===== src/rtl/pixel_block_serializer_if.sv =====
// Load/stream bus of the pixel block serializer: one 8x8 block in, one element per beat out.
interface pixel_block_serializer_if #(
    parameter int unsigned DATA_WIDTH = 8
);
    logic                      in_valid;
    logic                      in_ready;
    logic [DATA_WIDTH*64-1:0]  in_block;
    logic                      out_valid;
    logic                      out_ready;
    logic [DATA_WIDTH-1:0]     out_data;
    logic [5:0]                out_index;
    logic                      out_last;

    // Serializer side
    modport slave (
        input  in_valid, in_block, out_ready,
        output in_ready, out_valid, out_data, out_index, out_last
    );

    // Block producer / stream consumer side
    modport master (
        output in_valid, in_block, out_ready,
        input  in_ready, out_valid, out_data, out_index, out_last
    );
endinterface


===== src/rtl/pixel_block_serializer.sv =====
// Holds one 8x8 pixel block and streams its elements one per beat,
// in raster or JPEG zigzag order, with no bubble between consecutive blocks.
module pixel_block_serializer #(
    parameter int unsigned DATA_WIDTH = 8,
    parameter int unsigned DEPTH      = 64,
    parameter int unsigned ZIGZAG     = 1
) (
    input  logic                      clock,
    input  logic                      reset_n,
    pixel_block_serializer_if.slave   bus,
    output logic                      busy
);
    localparam int unsigned CNT_W = 6;
    localparam int unsigned LAST  = DEPTH - 1;

    localparam logic [0:0] IDLE = 1'b0;
    localparam logic [0:0] SEND = 1'b1;

    localparam int ZZ_TABLE [64] = '{
         0,  1,  8, 16,  9,  2,  3, 10, 17, 24, 32, 25, 18, 11,  4,  5,
        12, 19, 26, 33, 40, 48, 41, 34, 27, 20, 13,  6,  7, 14, 21, 28,
        35, 42, 49, 56, 57, 50, 43, 36, 29, 22, 15, 23, 30, 37, 44, 51,
        58, 59, 52, 45, 38, 31, 39, 46, 53, 60, 61, 54, 47, 55, 62, 63
    };

    logic [0:0]            state;
    logic [0:0]            state_next;
    logic [CNT_W-1:0]      cnt;
    logic [CNT_W-1:0]      cnt_next;
    logic                  load;
    logic                  at_last;
    logic [CNT_W-1:0]      rd_idx;
    logic [DATA_WIDTH-1:0] bank [DEPTH];

    always_ff @(posedge clock or negedge reset_n) begin
        if (!reset_n) begin
            state <= IDLE;
            cnt   <= '0;
        end else begin
            state <= state_next;
            cnt   <= cnt_next;
        end
    end

    // Next state, handshakes and stream outputs
    always_comb begin
        state_next    = state;
        cnt_next      = cnt;
        at_last       = (cnt == CNT_W'(LAST));
        rd_idx        = (ZIGZAG != 0) ? CNT_W'(ZZ_TABLE[cnt]) : cnt;
        bus.in_ready  = 1'b0;
        bus.out_valid = 1'b0;
        bus.out_last  = 1'b0;
        bus.out_index = '0;
        bus.out_data  = '0;
        load          = 1'b0;

        case (state)
            IDLE: begin
                bus.in_ready = 1'b1;
                load         = bus.in_valid;
                if (load) begin
                    state_next = SEND;
                    cnt_next   = '0;
                end
            end
            SEND: begin
                bus.out_valid = 1'b1;
                bus.out_last  = at_last;
                bus.out_index = cnt;
                bus.out_data  = bank[rd_idx];
                bus.in_ready  = at_last & bus.out_ready;
                load          = bus.in_valid & bus.in_ready;
                if (bus.out_ready) begin
                    if (!at_last) begin
                        cnt_next = cnt + CNT_W'(1);
                    end else begin
                        cnt_next = '0;
                        if (!load) begin
                            state_next = IDLE;
                        end
                    end
                end
            end
            default: begin
                state_next = IDLE;
                cnt_next   = '0;
            end
        endcase

        busy = bus.out_valid;
    end

    // Element bank, element 0 taken from the MSBs of the packed block
    always_ff @(posedge clock or negedge reset_n) begin
        if (!reset_n) begin
            for (int i = 0; i < int'(DEPTH); i++) begin
                bank[i] <= '0;
            end
        end else if (load) begin
            for (int i = 0; i < int'(DEPTH); i++) begin
                bank[i] <= bus.in_block[(63 - i) * int'(DATA_WIDTH) +: DATA_WIDTH];
            end
        end
    end
endmodule

===== src/flat_wrapper.sv =====
// flat-port wrapper written by rule: the top's interface ports become plain ports
module pixel_block_serializer_flat 
#(
    parameter int unsigned DATA_WIDTH = 8,
    parameter int unsigned DEPTH      = 64,
    parameter int unsigned ZIGZAG     = 1
)
  (clock, reset_n, busy, bus_in_valid, bus_in_block, bus_out_ready, bus_in_ready, bus_out_valid, bus_out_data, bus_out_index, bus_out_last);
  pixel_block_serializer_if #(.DATA_WIDTH(DATA_WIDTH)) bus_i ();
  input  logic clock;
  input  logic reset_n;
  output logic busy;
  input wire logic [$bits(bus_i.in_valid)-1:0] bus_in_valid;
  input wire logic [$bits(bus_i.in_block)-1:0] bus_in_block;
  input wire logic [$bits(bus_i.out_ready)-1:0] bus_out_ready;
  output wire logic [$bits(bus_i.in_ready)-1:0] bus_in_ready;
  output wire logic [$bits(bus_i.out_valid)-1:0] bus_out_valid;
  output wire logic [$bits(bus_i.out_data)-1:0] bus_out_data;
  output wire logic [$bits(bus_i.out_index)-1:0] bus_out_index;
  output wire logic [$bits(bus_i.out_last)-1:0] bus_out_last;
  assign bus_i.in_valid = bus_in_valid;
  assign bus_i.in_block = bus_in_block;
  assign bus_i.out_ready = bus_out_ready;
  assign bus_in_ready = bus_i.in_ready;
  assign bus_out_valid = bus_i.out_valid;
  assign bus_out_data = bus_i.out_data;
  assign bus_out_index = bus_i.out_index;
  assign bus_out_last = bus_i.out_last;
  pixel_block_serializer #(.DATA_WIDTH(DATA_WIDTH), .DEPTH(DEPTH), .ZIGZAG(ZIGZAG)) u_core (.clock(clock), .reset_n(reset_n), .bus(bus_i), .busy(busy));
endmodule

===== config.mk =====
export PLATFORM = sky130hd
export DESIGN_NAME = pixel_block_serializer_flat
export DESIGN_NICKNAME = d
export VERILOG_FILES = /design/src/rtl/pixel_block_serializer_if.sv /design/src/rtl/pixel_block_serializer.sv /design/src/flat_wrapper.sv
export SDC_FILE = /design/constraint.sdc
export NUM_CORES = 1
export LEC_CHECK = 0
export CAP_MARGIN = 25
export CORE_MARGIN = 2
export CORE_UTILIZATION = 40
export DETAILED_ROUTE_END_ITERATION = 8
export PLACE_DENSITY = 0.65
export RECOVER_POWER = 25
export SLEW_MARGIN = 20
export SYNTH_ARGS = -nofsm -noshare
export SYNTH_HDL_FRONTEND = slang
export SYNTH_SLANG_ARGS = --single-unit
export TNS_END_PERCENT = 20

===== constraint.sdc =====
create_clock -name clock -period 6.2 [get_ports clock]
set_clock_uncertainty 0.2 [all_clocks]
set_input_delay 1.24 -clock clock [delete_from_list [all_inputs] [get_ports clock]]
set_output_delay 1.24 -clock clock [all_outputs]
set_load 0.02 [all_outputs]

==> impl_metrics.yaml, run 1 <==
timing:
  drv_slew: 86
  setup_viol_count_final: 0
  hold_slack_ns: 0.299
  fin_crit_sh_pct: 98.7
  max_slew_margin_pct: -194
  hold_viol_final: 0
  rsz0062_at_grt: "true"
  worst_slew_pin_slew_ns: 4.41
  clock.fmax_ghz: 0.163
  min_period_ns: 6.12
synthesis:
  synth_most_common_cell: "mux2_2"
  yosysTopAreaCell: "dfrtp_1"
  synth_area_leaders: "dfrtp_1 52%, mux2_2 26%, mux2i_1 7.8%"
  synthFlopType: "dfrtp_1"
  synthesis.nets: 2367
  synthMuxAreaShare_pct: 33.9
  ys_top_cells_by_count: "568 x mux2_2, 519 x dfrtp_1, 195 x mux2i_1"
  seq_area_frac_synth_pct: 51.8
  synthCells: 1836
  ys_warn_count: 0
  synth-edff-count: 0
  synth_compound_area_share_pct: 7.31
  synth_xor_area_share_pct: 0.0698
  synth_top_area_share_pct: 51.8
  avgSynthCellArea_um2: 13.7
  ys_types: 77
  synth-seq-cells: 519
  synth_fa_ha_area_share_pct: 0.748
  synth_top_family_by_area: "multiplexers"
  postSynth.asyncResetShare_pct: 100
  synth-simple-area-share_pct: 3.21
  netlist_area_mm2: 0.0251
finish:
  drive_gt1_share_pct: 32.6
  nets: 2881
  fin_util_pct: 54.0
  area_growth_pct: 33.1
  n_fill_cell: 5317
  final_area_mm2: 0.0334
clock_network:
  cts_made_buffers: 57
  ctsRootBufferMaster: "clkbuf_16"
  tritoncts: "built"
  postCtsHoldBufs: 0
  clk_pin_slew_worst_paths_ns: 0.06
  cts.path.max_buffers: 3
  htree_levels: 2
  cts.sinks: 519
  insertion_delay_ns: 0.59
detailed_routing:
  dr.pass1.iters: 5
  drt_iter0_drc: 1232
  drcViolationCount: 0
  vias_per_cell: 5.44
  ant_nets: 0
  routed_wl_mm: 84.3
  dr_total_vias: 17700
  wl_per_cell_um: 26.0
flow_run:
  drv_cap: 1
power_and_ir_drop:
  leakagePower_nw: 14.3
  power_density_mw_per_mm2: 487
  p_total_w: 0.0162
  ir_worst_vdd_mv: 0.379
placed_design:
  dpl.hpwl_mm: 63.3
  io_buffers: 533
  gp_congestion: 0.908
  place_area_mm2: 0.0314
grt:
  antenna_found_initial: 23
  grt_pass1_wl_mm: 122
  grt_overflow: 0
  grt_pass1_vias: 19200
  grt_max_degree: 155
  track_usage_pct: 25.5
critical_path:
  critPathLaunch: "u_core.cnt[1]"
  r2r_end: "u_core.bank[305]"
  cp_max_fo: 27
  crit_end: "bus_out_data[7]"
  ff2ff_setup_slack_ns: 2.14
  end_kind: "output pin"
  rr_worst_depth: 9
  worstPathRequired_ns: 4.76
  timing.rr.start: "u_core.cnt[0]"
  cp-start-kind: "flip-flop"
  crit_arrival_ns: 4.68
  crit_type: "reg2out"
floorplanning:
  die_h_um: 254
  initial_core_util_pct: 40.6
  die_area_mm2: 0.0647
  io_pins: 534
  core_mm2: 0.0618
  die_w_um: 254
  fp-row-count: 91
min_path:
  min_path_type: "reg2reg"
outcome:
  outcome: "complete, but fails checks"
  violations: "max-capacitance violations, max-slew violations"
cell type report:
type                            instances  area [um2]  area share, %
Sequential cell                       519       13000           38.9
Multi-Input combinational cell       1166       11500           34.4
Timing Repair Buffer                  589        5930           17.8
Clock buffer                           84        1650           4.94
Tap cell                              837        1050           3.14
Clock inverter                         18         181          0.544
Inverter                               17        66.3          0.199
Antenna cell                           16        40.0          0.120
cells in the final DEF (no fill, tap or decap), types with 22 or more instances in the layout:
cell type	count
clkdlybuf4s50_1	523
nand2_1	48
buf_4	42
mux2_2	568
mux2i_1	195
o21ai_0	23
nand3_1	33
clkbuf_16	58
dfrtp_1	518
o221ai_1	22
metrics by stage:
stage	setup WS (ns)	setup TNS, ns	instances
after floorplan	1.25	0	1836
after global placement	0.391	0	3127
after detailed placement	0.350	0	3127
after CTS	-0.00595	-0.0105	3229
after global routing	-0.00781	-0.00781	3237
final	0.0820	0	3246
state kept, by name (all words and copies together), names as in the netlist:
name	count
u_core.state	1
u_core.bank	512
u_core.cnt	6
worst min-delay path by stage:
stage / start / to / slack [ns] / depth (start not counted)
finish: u_core.bank[409] / u_core.bank[409] / 0.30 / 1
global placement: u_core.bank[411] / u_core.bank[411] / 0.28 / 1
global route: u_core.bank[260] / u_core.bank[260] / 0.31 / 1
CTS: u_core.bank[409] / u_core.bank[409] / 0.30 / 1
floorplan: u_core.bank[222] / u_core.bank[222] / 0.27 / 1
detailed placement: u_core.bank[409] / u_core.bank[409] / 0.29 / 1
cells by family after synthesis:
kind of cell,count (synthesis)
buffers and inverters,151
AOI/OAI and AO/OA,223
and+or+nand+nor,157
xor gates and xnor gates,2
muxes,769
adders and majority gates,15
DFF,519
repair_timing:
item,in CTS,in global routing
resized for setup,14,18
setup endpoints to repair,8,8
buffers inserted,0,1
cloned,0,0
pin swaps,0,1
critical path: stages (launching register included):
cell and delay, ns:
dfrtp_1 0.37, inv_1 0.17, ha_2 0.36, xnor2_1 0.19
nand2b_1 0.19, a311o_2 0.49, a21oi_4 0.28, buf_12 0.25
nand2_1 0.07, buf_4 0.22, o221ai_1 0.49, a41oi_1 0.19
nor3_1 0.41, o22ai_2 0.17, buf_4 0.20
where the power goes:
group	internal [W]	switching, W
registers	0.00379	0.000266
logic	0.00365	0.00519
clock network	0.00195	0.00138
total	0.00940	0.00684
metal layers:
layer | vias up | track usage (%) | part of all wire [%]
li1 | 7934 | - | -
met1 | 8954 | 30.8 | 39
met2 | 597 | 44.0 | 50
met3 | 151 | 6.76 | 7.5
met4 | 18 | 8.97 | 3.3
met5 | - | 0 | 0.13
(Power assumes the default switching activity.)
==> inputs of run 2 (changes only) <==
CTS_BUF_LIST = sky130_fd_sc_hd__clkbuf_4 sky130_fd_sc_hd__clkbuf_8   (was default)
SLEW_MARGIN = 25   (was 20)
==> impl_metrics.yaml, run 2 (same netlist as run 1, synthesis figures left out) <==
outcome:
  outcome: "complete, but fails checks"
  violations: "max-capacitance violations, max-slew violations, negative setup slack"
finish:
  max_flop_register: "u_core.bank"
  area_growth_pct: 33.1
  nets: 2915
  reg.largest.list: "u_core.bank (512), u_core.cnt (6), u_core.state (1)"
  final_cell_count_no_fill: 3296
  n_fill_cell: 5322
  fin_util_pct: 54.0
  drive_gt1_share_pct: 34.7
  largest_reg_flops: 512
  layout_commonest_cell: "mux2_2"
  final_cell_mix: "568 x mux2_2, 523 x clkdlybuf4s50_1, 518 x dfrtp_1"
clock_network:
  cts_made_buffers: 91
  insertion_delay_ns: 0.67
  ctsRootBufferMaster: "clkbuf_8"
  tritoncts: "built"
  cts.sinks: 519
  htree_levels: 3
  cts.path.max_buffers: 3
  clk_pin_slew_worst_paths_ns: 0.06
  postCtsHoldBufs: 0
detailed_routing:
  routed_wl_mm: 84.8
  dr.pass1.iters: 5
  dr_total_vias: 17900
  drcViolationCount: 0
  wl_per_cell_um: 25.7
  drt_iter0_drc: 1163
  ant_nets: 0
  vias_per_cell: 5.44
critical_path:
  rr_worst_depth: 9
  end_kind: "output pin"
  timing.rr.start: "u_core.cnt[0]"
  cp-start-kind: "flip-flop"
  crit_arrival_ns: 4.76
  r2r_end: "u_core.bank[361]"
  worstPathRequired_ns: 4.76
  cp_max_fo: 27
  ff2ff_setup_slack_ns: 2.13
  crit_type: "reg2out"
min_path:
  hold_path.startpoint: "u_core.bank[135]"
  hold_depth: 1
  min_to: "u_core.bank[135]"
  min_path_type: "reg2reg"
floorplanning:
  initial_core_util_pct: 40.6
  io_pins: 534
  die_w_um: 254
  fp-row-count: 91
  die_h_um: 254
  die_area_mm2: 0.0647
  core_mm2: 0.0618
power_and_ir_drop:
  power_density_mw_per_mm2: 484
  p_total_w: 0.0161
  ir_worst_vdd_mv: 0.377
  leakagePower_nw: 14.4
placed_design:
  io_buffers: 533
  gp_congestion: 0.908
  dp_cells: 3127
  dpl.hpwl_mm: 63.3
grt:
  grt_max_degree: 155
  track_usage_pct: 25.7
  grt_overflow: 0
  antenna_found_initial: 22
  grt_pass1_wl_mm: 123
  grt_pass1_vias: 19400
timing:
  max_slew_margin_pct: -209
  hold_viol_final: 0
  rsz0062_at_grt: "true"
  clock.fmax_ghz: 0.161
  fin_crit_sh_pct: 100
  setup_tns_ns: -0.00179
  worst_slew_pin_slew_ns: 4.63
  setup_viol_count_final: 1
  fin_ws_ns: -0.00179
  hold_slack_ns: 0.301
  min_period_ns: 6.20
  drv_slew: 86
flow_run:
  drv_cap: 1
[run 2: stage by stage]
step / worst slack (ns) / instance area, um2
finish: -0.00179 / 33400
global route: -0.0568 / 33400
CTS: -0.0721 / 33300
detailed placement: 0.350 / 31400
global placement: 0.391 / 31400
floorplan: 1.25 / 25100
[run 2: area by class of cell]
cell class / instances / area (um2) / area share, %
flip-flops and latches: 519 / 13000 / 38.9
multi-input cells: 1166 / 11500 / 34.4
repair buffers: 589 / 5930 / 17.8
clock buffers: 142 / 1740 / 5.22
well taps: 837 / 1050 / 3.14
clock inverters: 11 / 100 / 0.300
inverters: 17 / 66.3 / 0.199
diodes: 15 / 37.5 / 0.112
[run 2: power breakdown]
group          switching (W)  internal, W
registers           0.000265      0.00380
logic                0.00519      0.00366
clock network        0.00142      0.00181
[run 2: worst max-delay path by stage]
stage                             start               to  cells after the start
after floorplan           u_core.cnt[1]  bus_out_data[4]                     12
after global placement    u_core.cnt[0]  bus_out_data[5]                     11
after detailed placement  u_core.cnt[1]  bus_out_data[5]                     11
after CTS                 u_core.cnt[1]  bus_out_data[1]                     14
after global routing      u_core.cnt[1]  bus_out_data[2]                     12
final                     u_core.cnt[1]  bus_out_data[7]                     14
[run 2: worst max-delay path, stage by stage, from the launching register on]
cell and delay, ns:
dfrtp_1 0.37, inv_1 0.17, ha_2 0.37, xnor2_1 0.20, nand2b_1 0.20, a311o_2 0.49, a21oi_4 0.28, buf_12 0.25
nand2_1 0.07, buf_4 0.22, o221ai_1 0.50, a41oi_1 0.19, nor3_1 0.40, o22ai_2 0.16, buf_4 0.20
[run 2: repair_timing]
| item | in CTS | in global routing |
|---|---|---|
| buffers inserted | 0 | 1 |
| endpoints found under the setup margin | 8 | 8 |
| gates resized for setup | 18 | 17 |
| pin swaps | 0 | 1 |
[run 2: routing by layer]
layer	share of wire, %	global-route usage [%]
met5	0.12	0
met3	7.5	6.90
met4	3.2	9.21
met2	50	44.4
met1	39	30.9
==> variant 1: new RTL, settings of run 1 <==
`DATA_WIDTH` is set to 8 in 3 places; all go to 10.
--- a/src/rtl/pixel_block_serializer_if.sv
+++ b/src/rtl/pixel_block_serializer_if.sv
@@ -1,5 +1,5 @@
 // Load/stream bus of the pixel block serializer: one 8x8 block in, one element per beat out.
 interface pixel_block_serializer_if #(
-    parameter int unsigned DATA_WIDTH = 8
+    parameter int unsigned DATA_WIDTH = 10
 );
     logic                      in_valid;
--- a/src/rtl/pixel_block_serializer.sv
+++ b/src/rtl/pixel_block_serializer.sv
@@ -2,5 +2,5 @@
 // in raster or JPEG zigzag order, with no bubble between consecutive blocks.
 module pixel_block_serializer #(
-    parameter int unsigned DATA_WIDTH = 8,
+    parameter int unsigned DATA_WIDTH = 10,
     parameter int unsigned DEPTH      = 64,
     parameter int unsigned ZIGZAG     = 1
--- a/src/flat_wrapper.sv
+++ b/src/flat_wrapper.sv
@@ -2,5 +2,5 @@
 module pixel_block_serializer_flat 
 #(
-    parameter int unsigned DATA_WIDTH = 8,
+    parameter int unsigned DATA_WIDTH = 10,
     parameter int unsigned DEPTH      = 64,
     parameter int unsigned ZIGZAG     = 1
Ports: changed (resized bus_in_block and bus_out_data); port bits go from 534 to 664. No check against the original RTL was run, so the function may have changed too.
==> variant 1 against run 1 <==
  * The flow still finishes with violations (max-capacitance violations, max-slew violations)
  * Via count increased by 38%
  * Final area increased by 25%
  * Sequential cell count increased by 128
  * Synthesized area increased by 22%
  * First-iteration DRC count increased by 68%
  * Critical endpoint is now bus_out_data[4]
  * Total power increased by 25%
  * Global-route usage increased by 3.1 points
  * Worst setup slack improved by 0.044 ns
  * Critical path type unchanged
  * Largest power group unchanged
  * Wire length increased by 37%
==> variant 1: results (changes against run 1) <==
- Failing checks: max-capacitance violations, max-slew violations
- Crit path DAT: 4.63 ns (-0.05 ns)
- Crit Path Max Fanout: 27 (unchanged)
- Iter 0 DRT Violations: 2073 (+68%)
- Rel. slew slack: -139.6% (+54 points)
- TritonCTS buffer count: 74 (+30%)
- Status: finished, violations left
- Largest net degree at the start of global routing: 163 (+5.2%)
- Reg2reg setup slack: 2.73 ns (+0.59 ns)
- Share of cells above drive strength 1: 28.40% (-4.2 points)
- Share of synthesized registers carrying an async set or reset: 100.0% (unchanged)
- Syn_nets: 3266 (+38%)
- CTS H-tree lvls: 3 (+1)
- Pleak: 18.10 nW (+26%)
- R2R Path End: u_core.bank[431]
- HP Start: u_core.bank[29]
- Vias in the first global route: 25310 (+32%)
- Hold EP: u_core.bank[29]
- Clk Latency, worst-skew pair: 0.61 ns (+0.02 ns)
- Sequential area share after synthesis: 52.71% (+0.93 points)
- VDD IR max: 0.7259 mV (+92%)
- Unique cell type count in the Yosys netlist: 64 (-17%)
- Routed vias: 24300 (+38%)
- Final net count: 3914 (+36%)
- Top cells by area, synth: dfrtp_1 (53%), mux2_2 (24%), nand2_1 (5.1%), a211oi_1 (1.9%), and3_1 (1.8%)
- Largest registers: u_core.bank: 640 flops, u_core.cnt: 6 flops, u_core.state: 1 flops
- Total Wirelength: 115.1 mm (+37%)
- Slew Viols, Final: 166 (+93%)
- Max-Cap Viols: 2 (+1)
- Final HPWL DP: 84.17 mm (+33%)
- Drt first pass iters: 6 (+1)
- Antenna violations before repair: 43 (+87%)
- Routability cong.: 0.8872 (-2.3%)
- Global-route wire length before repair: 166.4 mm (+36%)
==> variant 1: worst max path at each step <==
stage / from / endpoint / slack, ns / depth (start not counted)
6_report: u_core.cnt[0] / bus_out_data[4] / 0.13 / 15
5_1_grt: u_core.cnt[0] / bus_out_data[0] / 0.004 / 16
3_5_place_dp: u_core.cnt[1] / bus_out_data[9] / 0.27 / 15
2_1_floorplan: u_core.cnt[0] / bus_out_data[6] / 1.13 / 16
3_3_place_gp: u_core.cnt[1] / bus_out_data[9] / 0.28 / 15
4_1_cts: u_core.cnt[0] / bus_out_data[3] / 0.003 / 13
==> variant 1: metal layers <==
layer  track usage [%]  vias to the layer above  wire length, um
li1                  -                    10770                -
met4             10.05                       42             3508
met2             47.55                      968            56150
met5                 0                        -              279
met1             36.11                    12300            46000
met3             7.482                      219             9186
==> variant 1: per-stage QoR <==
stage | std cells | cell area, um2 | worst slack, ns | utilization [%] | hold slack (ns)
detailed placement | 4192 | 38980 | 0.2710 | 51.32 | 0.2852
finish | 4362 | 41800 | 0.1261 | 55.03 | 0.2984
global placement | 4192 | 38970 | 0.2772 | 51.31 | 0.2801
floorplan | 2607 | 30720 | 1.132 | - | 0.2706
global route | 4356 | 41780 | 0.003769 | 55.01 | 0.3093
CTS | 4338 | 41730 | 0.002540 | 54.94 | 0.2982
==> variant 1: cell type report <==
type                       count  area [um2]
timing repair buffer         781        7904
clock buffer                 102        2087
clock inverter                29       493.0
multi-input combinational   1741       13730
antenna                       22       55.05
tap                         1030        1289
inverter                      10       41.29
sequential                   647       16190
fill                        6409       34150
==> variant 1: power breakdown <==
part	total, mW	internal (mW)	switching (mW)
Sequential	5.06	4.73	0.331
Clock	4.67	2.83	1.84
Combinational	10.6	4.05	6.56
==> variant 1: critical path: stages, from the launching register on <==
cell and delay, ns:
dfrtp_1 0.38, buf_4 0.21, ha_1 0.25, mux2_4 0.27, a31oi_2 0.23, o2111ai_4 0.22
buf_12 0.20, nand2_8 0.19, buf_12 0.22, buf_4 0.22, a21oi_1 0.07, o21ai_0 0.42
a311oi_1 0.18, buf_4 0.20, or4_1 0.54, buf_12 0.20
==> variant 1: what timing repair did <==
item                                    in CTS  in global routing
pin swaps                                    2                  1
endpoints found under the setup margin       9                 10
hold buffers                                 0                  0
setup buffers                               11                  2
gates resized for setup                     10                 14
cloned                                       4                  0
==> variant 1: kinds of logic after synthesis <==
group / share of synthesized area (%)
mux: 24.90
simple gates: 9.727
flops: 52.71
compound gates: 8.717
buf+inv: 3.254
fa+ha+maj: 0.6110
xor+xnor: 0.08555
==> variant 2: new RTL, config.mk and constraints of run 1 <==
Without the edit above. Reset style: synchronous (`reset_n`), changed in 2 clocked blocks.
--- a/src/rtl/pixel_block_serializer.sv
+++ b/src/rtl/pixel_block_serializer.sv
@@ -33,5 +33,5 @@
     logic [DATA_WIDTH-1:0] bank [DEPTH];
 
-    always_ff @(posedge clock or negedge reset_n) begin
+    always_ff @(posedge clock) begin
         if (!reset_n) begin
             state <= IDLE;
@@ -93,5 +93,5 @@
 
     // Element bank, element 0 taken from the MSBs of the packed block
-    always_ff @(posedge clock or negedge reset_n) begin
+    always_ff @(posedge clock) begin
         if (!reset_n) begin
             for (int i = 0; i < int'(DEPTH); i++) begin
Function: not settled (the Yosys comparison gave no result); the edit may change what the design does.
==> variant 2 against run 1 <==
  * The flow still finishes with violations (max-capacitance violations, max-slew violations)
  * Synthesized area up 1.4%
  * Sequential share of layout area rose by 7.5 points
  * Worst setup slack better by 0.058 ns
  * Wire length is 8.6% higher
  * Final area is 0.10% higher
  * Sequential cell count unchanged
  * Critical path depth shrank 2
  * Largest cell class unchanged
  * Highest routed layer unchanged
Power is not compared: it rests on default switching activity, and its combinational part moved more than twofold at a synthesized area within 25%.
==> variant 2: results (changes against run 1) <==
- Status: finished, violations left
- Failing checks: max-capacitance violations, max-slew violations
- Synth Area in XOR/XNOR: 0% (-0.070 points)
- R2r worst-path depth: 7 (-2)
- Rel. slew slack: -172.4% (+22 points)
- R2R Path End: u_core.bank[21][6]
- Adder-cell share of the synthesized area: 0.7378% (-0.011 points)
- Slew Viols, Final: 182 (+110%)
- Largest net degree at the start of global routing: 168 (+8.4%)
- Iter 0 DRT Violations: 2555 (+110%)
- Met3 wire length: 7.598 mm (+20%)
- FILL cells: 5483 (+3.1%)
- Hold EP: u_core.cnt[1]
- Worst path slowest cell: or4_1
- Met2 wire length: 42.59 mm (+1.2%)
- Final HPWL DP: 63.23 mm (-0.19%)
- Overall routing resource usage: 27.05% (+1.5 points)
- Met1 Use GR: 37.65% (+6.8 points)
- Hold depth: 2 (+1)
- CP delay by family, top: multiplexers
- Crit Path Max Fanout: 19 (-30%)
- GR Util met2: 42.37% (-1.6 points)
- Metal-1 WL: 37.94 mm (+15%)
- Routability cong.: 0.8804 (-3.1%)
- Routed vias: 20580 (+17%)
- Sequential area share after synthesis: 60.99% (+9.2 points)
- Final net count: 3181 (+10%)
- Share of cells above drive strength 1: 5.832% (-27 points)
- Placed Area: 0.03155 mm2 (+0.39%)
- Vias in the first global route: 20210 (+5.5%)
- Share of synthesized registers carrying an async set or reset: 0% (-100 points)
- Global-route wire length before repair: 133.2 mm (+9.1%)
- Hold slack: 0.4920 ns (+0.1932 ns)
- Max-Cap Viols: 2 (+1)
- Worst Setup SP: u_core.cnt[0]
- TritonCTS buffer count: 55 (-3.5%)
- Antenna violations before repair: 14 (-39%)
- GR Util met3: 4.834% (-1.9 points)
- Post-synthesis mux area share: 0.6394% (-33 points)
- Slowest stage delay, CP: 0.61 ns (+0.12 ns)
- Reg2Reg Launch Point: u_core.cnt[3]
## variant 2: area by class of cell
type                       count  area share (%)
sequential                   519           46.44
timing repair buffer         573           17.65
inverter                       9          0.1011
multi-input combinational   1492           27.32
clock inverter                29          0.9025
tap                          846           3.168
clock buffer                  70           4.351
antenna                        9         0.06741
## variant 2: metrics by stage
stage	total power, mW	TNS, ns	utilization, %	std cells	setup WS, ns
3_3_place_gp	5.251	0	50.11	3437	0.5421
4_1_cts	8.522	-0.02491	52.97	3538	-0.01335
2_1_floorplan	4.691	0	-	2237	0.4627
5_1_grt	8.746	-0.001207	53.06	3546	-0.001207
6_report	8.500	0	53.06	3547	0.1401
3_5_place_dp	5.253	0	50.11	3437	0.4921
## variant 2: what timing repair did
item | CTS | global route
setup endpoints to repair | 8 | 8
gates resized for setup | 8 | 10
pin swaps | 1 | 0
gates cloned | 2 | 0
